==> src/rtl/digit_recog_pkg.sv <==
// Shared constants for the digit recogniser: digit templates, 7-segment table, counter width.
package digit_recog_pkg;

  localparam int unsigned CNT_W = 4;

  localparam logic [3:0] DIGIT_NONE = 4'hF;

  localparam logic [8:0] TMPL_0 = 9'h1EF;
  localparam logic [8:0] TMPL_1 = 9'h092;
  localparam logic [8:0] TMPL_2 = 9'h193;
  localparam logic [8:0] TMPL_3 = 9'h1F7;
  localparam logic [8:0] TMPL_4 = 9'h13D;
  localparam logic [8:0] TMPL_5 = 9'h0D6;
  localparam logic [8:0] TMPL_6 = 9'h1F9;
  localparam logic [8:0] TMPL_7 = 9'h127;
  localparam logic [8:0] TMPL_8 = 9'h1FF;
  localparam logic [8:0] TMPL_9 = 9'h13F;

  localparam logic [9:0][8:0] DIGIT_TMPL = {
    TMPL_9, TMPL_8, TMPL_7, TMPL_6, TMPL_5,
    TMPL_4, TMPL_3, TMPL_2, TMPL_1, TMPL_0
  };

  // Active-low {dp,g,f,e,d,c,b,a}, index = digit
  localparam logic [9:0][7:0] DIGIT_SEG = {
    8'h90, 8'h80, 8'hF8, 8'h82, 8'h92,
    8'h99, 8'hB0, 8'hA4, 8'hF9, 8'hC0
  };

  localparam logic [7:0] SEG_BLANK = 8'hFF;

  function automatic logic [7:0] seg_of(input logic [3:0] d);
    if (d <= 4'd9) return DIGIT_SEG[d];
    return SEG_BLANK;
  endfunction

endpackage

==> src/rtl/digit_code_lut.sv <==
// Combinational exact matcher of a 9-bit 3x3 feature code against the ten digit templates.
module digit_code_lut
  import digit_recog_pkg::*;
(
  input  logic [8:0] code_i,
  output logic       hit_o,
  output logic [3:0] digit_o
);

  always_comb begin
    hit_o   = 1'b0;
    digit_o = DIGIT_NONE;
    for (int unsigned i = 0; i < 10; i++) begin
      if (code_i == DIGIT_TMPL[i]) begin
        hit_o   = 1'b1;
        digit_o = 4'(i);
      end
    end
  end

endmodule

==> src/rtl/digit_code_recognizer.sv <==
// Per-frame digit recogniser with hit/loss debounce filter.
// Optional 7-segment output enabled by defining DIGIT_SEG_EN.
module digit_code_recognizer
  import digit_recog_pkg::*;
#(
  parameter int unsigned STABLE_FRAMES = 3,
  parameter int unsigned LOST_FRAMES   = 5
) (
  input  logic       clk,
  input  logic       rst,
  input  logic       i_vs,
  input  logic [8:0] feature_code,
  output logic [3:0] o_digit,
  output logic       o_valid,
  output logic       o_change,
  output logic       o_hit
`ifdef DIGIT_SEG_EN
  ,
  output logic [7:0] o_seg
`endif
);

  localparam logic [CNT_W-1:0] STABLE_C = CNT_W'(STABLE_FRAMES);
  localparam logic [CNT_W-1:0] LOST_C   = CNT_W'(LOST_FRAMES);
  localparam logic [CNT_W-1:0] ONE_C    = CNT_W'(1);

  logic             vs_d_q;
  logic             s1_v_q;
  logic [8:0]       code_q;
  logic             s2_v_q;
  logic             s2_hit_q;
  logic [3:0]       s2_digit_q;
  logic             lut_hit;
  logic [3:0]       lut_digit;

  logic [3:0]       cand_q, cand_d;
  logic [CNT_W-1:0] stab_q, stab_d;
  logic [CNT_W-1:0] miss_q, miss_d;
  logic [3:0]       digit_q, digit_d;
  logic             valid_q, valid_d;
  logic             change_q, change_d;
  logic             hit_q;

  logic             frame_end;
  assign frame_end = vs_d_q & ~i_vs;

  digit_code_lut u_lut (
    .code_i  (code_q),
    .hit_o   (lut_hit),
    .digit_o (lut_digit)
  );

  always_ff @(posedge clk) begin
    if (rst) begin
      vs_d_q     <= 1'b0;
      s1_v_q     <= 1'b0;
      code_q     <= '0;
      s2_v_q     <= 1'b0;
      s2_hit_q   <= 1'b0;
      s2_digit_q <= DIGIT_NONE;
    end else begin
      vs_d_q     <= i_vs;
      s1_v_q     <= frame_end;
      if (frame_end) code_q <= feature_code;
      s2_v_q     <= s1_v_q;
      s2_hit_q   <= lut_hit;
      s2_digit_q <= lut_digit;
    end
  end

  // Publish/withdraw decisions use the post-update counters, so they are
  // evaluated on the _d values within the same cycle.
  always_comb begin
    cand_d  = cand_q;
    stab_d  = stab_q;
    miss_d  = miss_q;
    digit_d = digit_q;
    valid_d = valid_q;
    if (s2_v_q) begin
      if (s2_hit_q) begin
        miss_d = '0;
        if (s2_digit_q == cand_q) begin
          stab_d = (stab_q >= STABLE_C) ? STABLE_C : stab_q + ONE_C;
        end else begin
          cand_d = s2_digit_q;
          stab_d = ONE_C;
        end
        if (stab_d == STABLE_C) begin
          digit_d = cand_d;
          valid_d = 1'b1;
        end
      end else begin
        cand_d = DIGIT_NONE;
        stab_d = '0;
        miss_d = (miss_q >= LOST_C) ? LOST_C : miss_q + ONE_C;
        if (miss_d == LOST_C) begin
          digit_d = DIGIT_NONE;
          valid_d = 1'b0;
        end
      end
    end
    change_d = s2_v_q && ({valid_d, digit_d} != {valid_q, digit_q});
  end

  always_ff @(posedge clk) begin
    if (rst) begin
      cand_q   <= DIGIT_NONE;
      stab_q   <= '0;
      miss_q   <= '0;
      digit_q  <= DIGIT_NONE;
      valid_q  <= 1'b0;
      change_q <= 1'b0;
      hit_q    <= 1'b0;
    end else begin
      cand_q   <= cand_d;
      stab_q   <= stab_d;
      miss_q   <= miss_d;
      digit_q  <= digit_d;
      valid_q  <= valid_d;
      change_q <= change_d;
      if (s2_v_q) hit_q <= s2_hit_q;
    end
  end

  assign o_digit  = digit_q;
  assign o_valid  = valid_q;
  assign o_change = change_q;
  assign o_hit    = hit_q;

`ifdef DIGIT_SEG_EN
  logic [7:0] seg_q;

  always_ff @(posedge clk) begin
    if (rst) seg_q <= SEG_BLANK;
    else     seg_q <= seg_of(digit_d);
  end

  assign o_seg = seg_q;
`endif

endmodule

==> config.mk <==
export PLATFORM = sky130hd
export DESIGN_NAME = digit_code_recognizer
export DESIGN_NICKNAME = d
export VERILOG_FILES = /design/src/rtl/digit_recog_pkg.sv /design/src/rtl/digit_code_lut.sv /design/src/rtl/digit_code_recognizer.sv
export SDC_FILE = /design/constraint.sdc
export NUM_CORES = 1
export LEC_CHECK = 0
export ABC_AREA = 1
export CORE_UTILIZATION = 60
export CTS_CLUSTER_DIAMETER = 50
export CTS_CLUSTER_SIZE = 14
export DETAILED_ROUTE_END_ITERATION = 12
export PLACE_DENSITY = 0.83
export SKIP_LAST_GASP = 1
export SYNTH_ARGS = -nofsm -noshare
export SYNTH_HDL_FRONTEND = slang
export SYNTH_SLANG_ARGS = --single-unit
==> constraint.sdc <==
create_clock -name clk -period 3.9 [get_ports clk]
set_clock_uncertainty 0.1 [all_clocks]
set_input_delay 0.585 -clock clk [delete_from_list [all_inputs] [get_ports clk]]
set_output_delay 0.585 -clock clk [all_outputs]
set_load 0.01 [all_outputs]
# Yosys cells after proc, flatten, opt, wreduce, memory -nomap -nowiden
# Cells that the tools add are included.
[totals]
regBits = 36
inputBits = 12
output_inout_bits = 7
word_cells = 75
[op_classes]
addsub = 2
n_lt_le_gt_ge = 2
n_eq_ne = 14
muxes = 37
n_bitwise = 2
n_reduce_logical = 3
[ops]
columns = ["op", "count"]
rows = [
  ["4-bit two-way mux", 21],
  ["9-bit == test (second input constant)", 8],
  ["9-bit by 8-bit == test with 1-bit output (second input constant)", 2],
  ["1-bit two-way mux", 14],
  ["4-bit by 1-bit adder with 4-bit output (second input constant)", 2],
  ["3-bit two-way mux", 2],
  ["5-bit != test", 1],
  ["4-bit by 2-bit == test with 1-bit output (second input constant)", 1],
  ["4-bit by 3-bit == test with 1-bit output (second input constant)", 1],
  ["4-bit == test", 1],
  ["4-bit by 2-bit >= comparator with 1-bit output (second input constant)", 1],
  ["4-bit by 3-bit >= comparator with 1-bit output (second input constant)", 1],
  ["3-bit OR reduction", 1],
  ["2-bit OR reduction", 1],
  ["1-bit bitwise AND", 1],
  ["1-bit logical AND", 1],
  ["1-bit NOT", 1],
]

# Logic depth before layout (Yosys ltp)
[logic_depth]
word_depth = 11
ltp_mapped = 14
mapped_depth_nobuf = 14

# Modules after synthesis
# From an unflattened synthesis, not the netlist that was laid out.
[unflattened]
cells_unflattened = 302
hier_area_um2 = 2077.0
[modules_own_cells]
columns = ["module", "n_inst", "cells_per_inst", "area_per_inst_um2", "seq_area_each_um2"]
rows = [
  ["digit_code_recognizer", 1, 226, 1732.9, 720.7],
  ["digit_code_lut", 1, 76, 344.1, 0.0],
]

# Least setup slack after synthesis
# OpenSTA, ideal clock, no wires.
[synth_path]
path_kind = "reg-to-reg"
startpoint = "reg miss_q[1]"
endpoint = "reg change_q, in the netlist o_change"
setup_ns = 0.130
t_arrival_ns = 1.449
required_time_ns = 3.670
path_slack_ns = 2.221
path_stages_with_launch = 13
n_path_buf = 0
period_less_slack_ns = 1.679
cell_sequence = "dfxtp_1 > inv_1 > ha_1 > clkinv_1 > nand2_1 > a21oi_1 > nand2_1 > nand3_2 > a21oi_1 > nand3_1 > nand3_2 > nor2_1 > a21oi_2"
[synth_between]
elab_chain_len = 8
elab_cells_between_ends = 12
cone_classes = "add/sub (1); order compare (1); eq/ne (2); mux (7); reduce/logical (1)"
[synth_lines]
columns = ["element", "line", "source"]
rows = [
  ["start, declared", "digit_code_recognizer.sv:38", "logic [CNT_W-1:0] miss_q, miss_d;"],
  ["start signal, assigned", "digit_code_recognizer.sv:117", "miss_q <= miss_d;"],
  ["4-bit by 1-bit adder with 4-bit output or 4-bit by 3-bit >= comparator with 1-bit output (tied branches)", "digit_code_recognizer.sv:95", "miss_d = (miss_q >= LOST_C) ? LOST_C : miss_q + ONE_C;"],
  ["4-bit two-way mux *", "digit_code_recognizer.sv:95", ""],
  ["4-bit by 3-bit == test with 1-bit output *", "digit_code_recognizer.sv:96", "if (miss_d == LOST_C) begin"],
  ["4-bit two-way mux or 1-bit two-way mux (tied branches)", "digit_code_recognizer.sv:96", ""],
  ["4-bit two-way mux or 1-bit two-way mux (tied branches)", "digit_code_recognizer.sv:80", "if (s2_hit_q) begin"],
  ["4-bit two-way mux or 1-bit two-way mux (tied branches)", "digit_code_recognizer.sv:79", "if (s2_v_q) begin"],
  ["5-bit != test *", "digit_code_recognizer.sv:102", "change_d = s2_v_q && ({valid_d, digit_d} != {valid_q, digit_q});"],
  ["1-bit logical AND *", "digit_code_recognizer.sv:102", ""],
  ["end signal, assigned", "digit_code_recognizer.sv:120", "change_q <= change_d;"],
  ["end, declared", "digit_code_recognizer.sv:41", "logic change_q, change_d;"],
]
# Every way passes the cells marked *; elsewhere a longest branch is shown, timed or not.
# A chain may end at the register's enable or synchronous reset.

# Final worst setup path
[layout_path]
startpoint = "reg s2_v_q"
endpoint = "reg change_q, in the netlist o_change"
[layout_between]
elab_chain_len = 3
elab_cells_between_ends = 4
cone_classes = "eq/ne (1); mux (2); reduce/logical (1)"
[layout_lines]
columns = ["element", "line", "source"]
rows = [
  ["start, declared", "digit_code_recognizer.sv:30", "logic s2_v_q;"],
  ["start signal, assigned", "digit_code_recognizer.sv:65", "s2_v_q <= s1_v_q;"],
  ["4-bit two-way mux or 1-bit two-way mux (tied branches)", "digit_code_recognizer.sv:79", ""],
  ["5-bit != test", "digit_code_recognizer.sv:102", ""],
  ["1-bit logical AND *", "digit_code_recognizer.sv:102", ""],
]
# Marks and branches as above.

==> key figures <==
Worst setup path
  • Critical path class: reg -> reg
  • Highest-delay cell along the critical path: dfxtp_1
  • CP top delay family: flip-flops
  • Max FO, Critical Path: 16
  • Crit path launch type: flip-flop
  • Critical Path AT: 2320 ps
  • Crit path capture type: flip-flop
  • CP max stage delay: roughly 690 ps
  • CP bufs+invs: 3
  • R2R Path Start: s2_v_q$_SDFF_PP0_
  • CP required: 4030 ps
  • Crit-path cells: inv_1 -> nor2_1 -> inv_1 -> nand3b_1 -> nand2_1 -> inv_2 -> nand2_1 -> nor2_1 -> a21oi_2
  • Critical path launch point: s2_v_q$_SDFF_PP0_

Clock network
  • CTS sink cnt: 36
  • Clock slew at reported path FFs: 110 ps
  • CTS Buf Count: 5
  • Root buf cell: clkbuf_4
  • CTS Hold Bufs: 0
  • Clock latency on the worst-skew pair: 340 ps
  • Clock Path Buffers: 2
  • CTS resizes: 0
  • CTS H-tree lvls: 2
  • Post-CTS Setup Bufs: 0
  • CTS tree: built

Cells and area
  • Most frequent cells in the layout: 59 x nand2_1, 36 x dfxtp_1, 30 x inv_1
  • Area Growth Syn to Fin: 13.8%
  • Fin nets: roughly 300
  • Commonest non-fill, non-tap cell in the layout: nand2_1
  • FILL cells: between 200 and 300
  • Antenna Cells: 0
  • Share of cells above drive strength 1: a little over 10%

Synth
  • YS warnings: 0
  • Synthesized area per cell: approximately 7 um2
  • Sequential fraction of the synthesis area: a little under two fifths
  • Synth top area cells: dfxtp_1 38%, nand2_1 12%, inv_1 5.9%
  • Mapped Nets: ~280
  • #FFs+latches synth: 36
  • Synthesized area: roughly 0.0019 mm2
  • Share of the synthesized area in the top cell type: 37.9%
  • Post-Syn Instances: 266
  • Largest area contributor in the netlist: dfxtp_1
  • Post-synth cell types: 32

Timing
  • Final Hold Viols: 0
  • Tmin final: roughly 2200 ps
  • FMAX: 0.456 GHz
  • Post-route worst setup slack: 1710 ps
  • RSZ-0062 raised after global routing: false
  • Setup TNS: 0 ps
  • Final setup fails: 0
  • Max-slew violations: 0
  • Final Cycle Share: a little under three fifths
  • Worst Max-Slew Pin Slew: slightly below 800 ps
  • Relative slew slack: a little under half

Placement
  • Port Buf Inserts: 18
  • Final Wtd Congestion: approximately 0.84
  • Hpwl dp: approximately 2.7 mm
  • Worst slack, placed: ~1400 ps

Drt
  • WL/cell: approximately 11 um
  • Initial drt markers: roughly 130
  • Vias per cell: ~5.4
  • Antenna viol nets, final: 0
  • Pre-Repair DR Iteration Count: 4
  • Routed wire length: 3.70 mm
  • Via count: approximately 1700
  • DRC violations left: 0

Flow run
  • Max-Cap Viols: 0

Global routing
  • All-Layer GR Usage: approximately 24%
  • Antenna violations before repair: 0
  • Global-route wire length before repair: between 6 and 7 mm
  • Largest net degree at the start of global routing: 30
  • Remaining global-route overflow: 0
  • Vias in the first global route: approximately 1600

Die
  • # IOs: 19
  • Starting Density: between 60% and 70%
  • Site Rows: 20
  • Core area: between 0.003 and 0.004 mm2
  • Total die area: 0.00340 mm2
  • Chip width: around 60 um
  • Chip Height: slightly below 60 um

Power and ir drop
  • Switching share of power: 23.3%
  • Clock Power Share: about 34%
  • Comb pwr share: just under 7%
  • Static leakage: between 0.9 and 1 nW
  • Power Internal: between 0.4 and 0.5 mW
  • Psw: around 0.15 mW
  • Sequential power share: between 50% and 60%
  • Power density cells: between 300 and 400 mW/mm2
  • Worst VDD drop: approximately 0.22 mV

Worst hold path
  • Hold path start: s1_v_q$_SDFF_PP0_
  • Hold crit path type: reg -> reg

Status
  • Outcome: finished clean
-- routing by layer --
layer | vias to the layer above | track usage (%) | routed length (um)
met5 | - | 0 | 0
met4 | 0 | 12.2 | 39
met3 | 4 | 4.69 | 119
met2 | 36 | 39.6 | 1730
met1 | 786 | 30.9 | 1810
li1 | 919 | - | -
-- metrics by stage --
stage	instances	hold slack, ps	total power [mW]	instance area [um2]	util (%)
2_1_floorplan	266	288	0.416	1900	-
3_3_place_gp	319	290	0.436	2100	69.3
3_5_place_dp	319	294	0.437	2100	69.3
4_1_cts	326	309	0.655	2160	71.4
5_1_grt	326	343	0.680	2160	71.4
6_report	326	313	0.651	2160	71.4
-- layout make-up --
cell class | instances | area, um2 | share of cell area (%)
timing repair buffer | 18 | 180 | 8.33
clock buffer | 7 | 65.1 | 3.01
inverter | 36 | 135 | 6.25
tap | 44 | 55.1 | 2.54
multi-input combinational | 185 | 1010 | 46.6
sequential | 36 | 721 | 33.3
-- worst min-delay path, delay by kind of cell, from the launching register on --
kind	cells	cell delay [ps]
flip-flops	1	310
buffers and inverters	1	40
AND/OR/NAND/NOR	1	30
-- logic make-up (layout without fill, tap and decap cells) --
family | Yosys count | after routing | share of synthesized area [%]
DFF | 36 | 36 | 37.9
xor gates and xnor gates | 1 | 1 | 0.461
adders and majority gates | 4 | 4 | 2.63
buffers and inverters | 45 | 61 | 9.08
AOI/OAI and AO/OA | 44 | 44 | 13.4
and+or+nand+nor | 136 | 136 | 36.5
-- final timing paths --
| path | end | slack (ps) | cells past startpoint |
|---|---|---|---|
| max | o_change$_SDFF_PP0_ | 1710 | 9 |
| min reg2reg | s2_v_q$_SDFF_PP0_ | 310 | 2 |
| max reg2reg | o_change$_SDFF_PP0_ | 1710 | 9 |
| min | s2_v_q$_SDFF_PP0_ | 310 | 2 |
-- Yosys cell counts, drive strengths merged --
master and count:
nand3b 3, clkinv 1, o32ai 1, nand2 64, a21oi 15, a211oi 1
a32oi 1, inv 35, o211ai 4, nor2 22, nand4 13, buf 3
clkbuf 6, nand3 25, ha 4, nor3b 1, o22ai 4, nor4 2
dfxtp 36, a22oi 1, o31ai 1, xnor2 1, nor3 6, o21ai 16
-- power groups by stage --
stage	Clock (mW)	Combinational [mW]	Sequential, mW
final	0.222	0.0445	0.384
after global routing	0.245	0.0498	0.386
after global placement	0	0.0435	0.392
after floorplan	0	0.0254	0.391
after CTS	0.226	0.0445	0.384
after detailed placement	0	0.0444	0.392
-- registers in the layout, summed over array words and instances (netlist names), 4 cells and up --
signal,cells
s2_digit_q,4
code_q,9
stab_q,4
cand_q,4
o_digit,4
miss_q,4
Note: power is estimated with default switching activity, not from simulation.
